[src/rtl/latch_write_sequencer_pkg.sv]
// ============================================================================
// Module      : latch_write_sequencer_pkg
// Description : Shared state encoding and timer sizing for the latch write
//               sequencer.
// Revision    : 1.0 - initial release
// ============================================================================
`default_nettype none

package latch_write_sequencer_pkg;

    typedef enum logic [1:0] {
        ST_IDLE  = 2'd0,
        ST_SETUP = 2'd1,
        ST_PULSE = 2'd2,
        ST_HOLD  = 2'd3
    } seq_state_t;

    // The timer only ever holds (interval - 1), so clog2 of the longest interval suffices.
    function automatic int timer_width(input int setup_cyc, input int pulse_cyc, input int hold_cyc);
        int m;
        m = setup_cyc;
        if (pulse_cyc > m) m = pulse_cyc;
        if (hold_cyc > m)  m = hold_cyc;
        return ($clog2(m) < 1) ? 1 : $clog2(m);
    endfunction

endpackage

`default_nettype wire

[src/rtl/latch_write_sequencer_phase_timer.sv]
// ============================================================================
// Module      : phase_timer
// Description : Loadable, non-wrapping down-counter with a zero flag.
// Revision    : 1.0 - initial release
// ============================================================================
`default_nettype none

module phase_timer #(
    parameter int TW = 1
) (
    input  logic          clk,
    input  logic          rst,
    input  logic          i_load,
    input  logic [TW-1:0] i_load_val,
    output logic          o_zero
);

    logic [TW-1:0] r_count;

    always_ff @(posedge clk or posedge rst) begin
        if (rst) begin
            r_count <= '0;
        end else if (i_load) begin
            r_count <= i_load_val;
        end else if (r_count != '0) begin
            r_count <= r_count - 1'b1;
        end
    end

    assign o_zero = (r_count == '0);

endmodule

`default_nettype wire

[src/rtl/latch_write_sequencer.sv]
// ============================================================================
// Module      : latch_write_sequencer
// Description : Presents a word on D, then pulses LE with programmable setup,
//               pulse-width and hold intervals; signals Done on completion.
// Revision    : 1.0 - initial release
// ============================================================================
`default_nettype none

module latch_write_sequencer
    import latch_write_sequencer_pkg::*;
#(
    parameter int WIDTH     = 1,
    parameter int SETUP_CYC = 2,
    parameter int PULSE_CYC = 4,
    parameter int HOLD_CYC  = 2
) (
    input  logic             Clk,
    input  logic             Rst,
    input  logic [WIDTH-1:0] In_Data,
    input  logic             In_Valid,
    output logic             In_Ready,
    output logic [WIDTH-1:0] D,
    output logic             LE,
    output logic             Busy,
    output logic             Done
);

    localparam int            c_tw       = timer_width(SETUP_CYC, PULSE_CYC, HOLD_CYC);
    localparam logic [c_tw-1:0] c_setup_ld = c_tw'(SETUP_CYC - 1);
    localparam logic [c_tw-1:0] c_pulse_ld = c_tw'(PULSE_CYC - 1);
    localparam logic [c_tw-1:0] c_hold_ld  = c_tw'(HOLD_CYC - 1);

    seq_state_t      r_state;
    logic            w_accept;
    logic            w_zero;
    logic            w_load;
    logic [c_tw-1:0] w_load_val;

    assign w_accept = In_Valid && (r_state == ST_IDLE);
    assign In_Ready = (r_state == ST_IDLE);
    assign Busy     = (r_state != ST_IDLE);

    // The timer reloads only on the transitions into a timed phase.
    always_comb begin
        w_load     = 1'b0;
        w_load_val = '0;
        case (r_state)
            ST_IDLE: begin
                w_load     = w_accept;
                w_load_val = c_setup_ld;
            end
            ST_SETUP: begin
                w_load     = w_zero;
                w_load_val = c_pulse_ld;
            end
            ST_PULSE: begin
                w_load     = w_zero;
                w_load_val = c_hold_ld;
            end
            default: begin
                w_load     = 1'b0;
                w_load_val = '0;
            end
        endcase
    end

    phase_timer #(
        .TW (c_tw)
    ) u_phase_timer (
        .clk        (Clk),
        .rst        (Rst),
        .i_load     (w_load),
        .i_load_val (w_load_val),
        .o_zero     (w_zero)
    );

    always_ff @(posedge Clk or posedge Rst) begin
        if (Rst) begin
            r_state <= ST_IDLE;
            D       <= '0;
            LE      <= 1'b0;
            Done    <= 1'b0;
        end else begin
            Done <= 1'b0;
            case (r_state)
                ST_IDLE: begin
                    if (w_accept) begin
                        D       <= In_Data;
                        r_state <= ST_SETUP;
                    end
                end
                ST_SETUP: begin
                    if (w_zero) begin
                        LE      <= 1'b1;
                        r_state <= ST_PULSE;
                    end
                end
                ST_PULSE: begin
                    if (w_zero) begin
                        LE      <= 1'b0;
                        r_state <= ST_HOLD;
                    end
                end
                default: begin
                    if (w_zero) begin
                        Done    <= 1'b1;
                        r_state <= ST_IDLE;
                    end
                end
            endcase
        end
    end

endmodule

`default_nettype wire

[config.mk]
export PLATFORM = sky130hd
export DESIGN_NAME = latch_write_sequencer
export DESIGN_NICKNAME = d
export VERILOG_FILES = /design/src/rtl/latch_write_sequencer_pkg.sv /design/src/rtl/latch_write_sequencer_phase_timer.sv /design/src/rtl/latch_write_sequencer.sv
export SDC_FILE = /design/constraint.sdc
export NUM_CORES = 1
export LEC_CHECK = 0
export CAP_MARGIN = 30
export CORE_AREA = 2 2 39 41
export CTS_CLUSTER_DIAMETER = 120
export DETAILED_ROUTE_END_ITERATION = 8
export DIE_AREA = 0 0 41 43
export PLACE_DENSITY_LB_ADDON = 0.12
export SLEW_MARGIN = 15
export SYNTH_ARGS = -nofsm -noshare
export SYNTH_HDL_FRONTEND = slang
export SYNTH_SLANG_ARGS = --single-unit
export TNS_END_PERCENT = 1
[constraint.sdc]
create_clock -name Clk -period 1.55 [get_ports Clk]
set_input_delay 0.2325 -clock Clk [delete_from_list [all_inputs] [get_ports Clk]]
set_output_delay 0.2325 -clock Clk [all_outputs]
set_load 0.01 [all_outputs]
==> impl_metrics.tcl <==
set metrics [dict create \
    status "finished clean" \
    crit_path_start_kind "flip-flop" \
    synthCells 39 \
    grt-ovfl-total 0 \
    top_layer_used "met4" \
    setup_viol 0 \
    maxCapViolCount 0 \
    drt-pass1-iter-count 2 \
    clock-skew-final_ns 0.00867 \
    die_w_um 41 \
    num_rows 14 \
    p_per_area_nw_per_um2 2160 \
    grt_pass1_vias 347 \
    cts_sinks 7 \
    synth_nets 50 \
    synth-warning-count 0 \
    clk-insertion-delay-late_ns 0.25 \
    syn_avg_cell_area_um2 10.8 \
    cts_hold_buffers 0 \
    critPathMaxFanout 4 \
    vias_per_cell 4.63 \
    antenna_cells 0 \
    remaining_drc_errors 0 \
    initial_core_util_pct 30.4 \
    crit_end "r_state[1]" \
    cts-buffers-inserted 3 \
    wl_met2_um 477 \
    maxSlewHeadroom_pct 81.5 \
    cts.reportedPaths.clkPinSlew_ns 0.05 \
    core-area_um2 1380 \
    crit_arrival_ns 1.62 \
    worst_ir_drop_vdd_mv 0.707 \
    dpl.hpwl_um 664 \
    rsz0062_at_grt "yes" \
    endpoint_kind "flip-flop" \
    htreeDepth 1 \
    fin_crit_ns 1.50 \
    total_power_uw 1280 \
    synth_seq_cells 7 \
    clockRootBuffer "clkbuf_4" \
    required_ns 1.68 \
    critPathLaunch "r_state[0]" \
    maxSlewViolCount 0 \
    reg2reg_setup_slack_ns 0.05 \
    area_growth_pct 41.1 \
    r2r-start "r_state[0]" \
    fmax_ghz 0.667 \
    worst_pin_slew_ns 0.278 \
    worstSetupPathType "reg2reg" \
    die-area_um2 1760 \
    seq_area_frac_synth_pct 41.7 \
    cts_tree "yes" \
    grt_usage_pct 13.0 \
    grt_max_degree 8 \
    post_drt_wl_per_cell_um 12.0 \
    drt_iter0_drc 8 \
    synth_top_area_share_pct 41.7 \
    gp_congestion 0.805 \
    via_count 329 \
    wl_met3_um 36 \
    fin_util_pct 42.9 \
    io_pins 9 \
    yosys.cell_types.count 16 \
    clk_path_buf_depth 2 \
    tns_ns 0 \
    grt_pass1_wl_um 1470 \
    wl_met1_um 332 \
    syn-cell-area_um2 420 \
    reg2reg_to "r_state[1]" \
    wl_um 851 \
    drive_gt1_share_pct 23.6 \
    reg2reg_depth 5 \
    ys_top_cells_by_area "dfrtp_1 (42%), ha_1 (21%), inv_1 (5.4%)" \
    portBuffers 8 \
    ant_nets 0 \
    layout.nets 67 \
    final-hold-violation-count 0 \
    min_path_type "in2async" \
    yosys.area.top_type "dfrtp_1" \
    die_y_um 43 \
    fin_crit_sh_pct 96.8 \
    antenna_found_initial 0 \
    p_leak_uw 0.000284 \
]
==> cell families after synthesis <==
kind of cell | Yosys count | synth area share [%]
adder cells (fa/ha/maj) | 7 | 20.8
XOR/XNOR | 1 | 2.08
buffers and inverters | 6 | 5.36
multiplexers | 4 | 10.4
flip-flops | 7 | 41.7
AO/OA/AOI/OAI | 6 | 8.33
AND/OR/NAND/NOR | 8 | 11.3
==> stage by stage <==
step	cell area, um2	setup slack [ns]	hold slack, ns	std cells
2_1_floorplan	420	0.0145	0.0359	39
3_3_place_gp	543	0.0517	0.483	66
3_5_place_dp	543	-0.00646	0.497	66
4_1_cts	574	0.00844	0.226	71
5_1_grt	593	-0.00724	0.237	71
6_report	593	0.0503	0.211	71
==> worst min-delay path by stage <==
stage / start / to / slack (ns) / cells past startpoint
finish: Rst / Done / 0.21 / 2
global route: Rst / r_state[1] / 0.24 / 2
CTS: Rst / Done / 0.23 / 2
detailed placement: Rst / Done / 0.50 / 2
global placement: Rst / Done / 0.48 / 2
floorplan: Rst / D / 0.04 / 1
==> state kept, by name (all words and copies together), names as in the netlist <==
signal,cells
r_state,2
D,1
Done,1
u_phase_timer.r_count,2
LE,1
==> Yosys cell counts <==
library cell,count
nor3b_1,1
a21oi_1,3
inv_1,6
a21oi_2,1
o22ai_1,1
mux2_2,1
xor2_1,1
nor3b_2,1
mux2i_1,1
mux2_1,2
ha_1,7
dfrtp_1,7
nand2_1,4
and2_1,1
nand2b_1,1
o21ai_0,1
==> repair_timing <==
action                                 4_1_cts  5_1_grt
pin swaps                                    0        2
gates resized for setup                      2        4
setup endpoints to repair                    3        4
endpoints found under the hold margin        0        0
setup buffers                                1        0
==> metal layers <==
layer / track usage [%] / vias up
met5: 0 / -
met4: 4.00 / 0
met3: 7.85 / 2
met2: 21.6 / 5
met1: 12.6 / 162
li1: - / 160
==> power breakdown <==
part           internal, uW  switching (uW)
Combinational           409             379
Clock                  98.2            65.8
Sequential              277            48.7
Total                   785             494
==> placed cells by master, fill, tap and decap left out <==
cell             Yosys  routed
mux2_2               1       1
buf_4                0       4
ha_4                 0       1
mux2i_1              1       1
clkdlybuf4s50_1      0       6
mux2_1               2       2
inv_1                6       5
ha_1                 7       6
inv_2                0       1
o22ai_2              0       1
and2_1               1       1
xor2_1               1       1
clkbuf_4             0       3
dfrtp_1              7       7
nand2_1              4       4
o21ai_0              1       1
clkbuf_1             0       1
a21oi_1              3       3
nor3b_2              1       1
dlygate4sd2_1        0       2
nand2b_1             1       1
nor3b_1              1       1
a21oi_2              1       1
==> worst max-delay path, cell delays in order (launching register included) <==
cell,delay (ns)
dfrtp_1,0.37
buf_4,0.15
ha_1,0.22
nor3b_2,0.20
o22ai_2,0.12
mux2_1,0.32
==> final cells by class <==
cell class / instances / area (um2)
clock buffer: 4 / 26.3
multi-input combinational: 26 / 241
timing repair buffer: 12 / 108
sequential: 7 / 175
tap: 16 / 20.0
inverter: 6 / 22.5
fill: 139 / 791
Power figures use the tool's default switching activity.
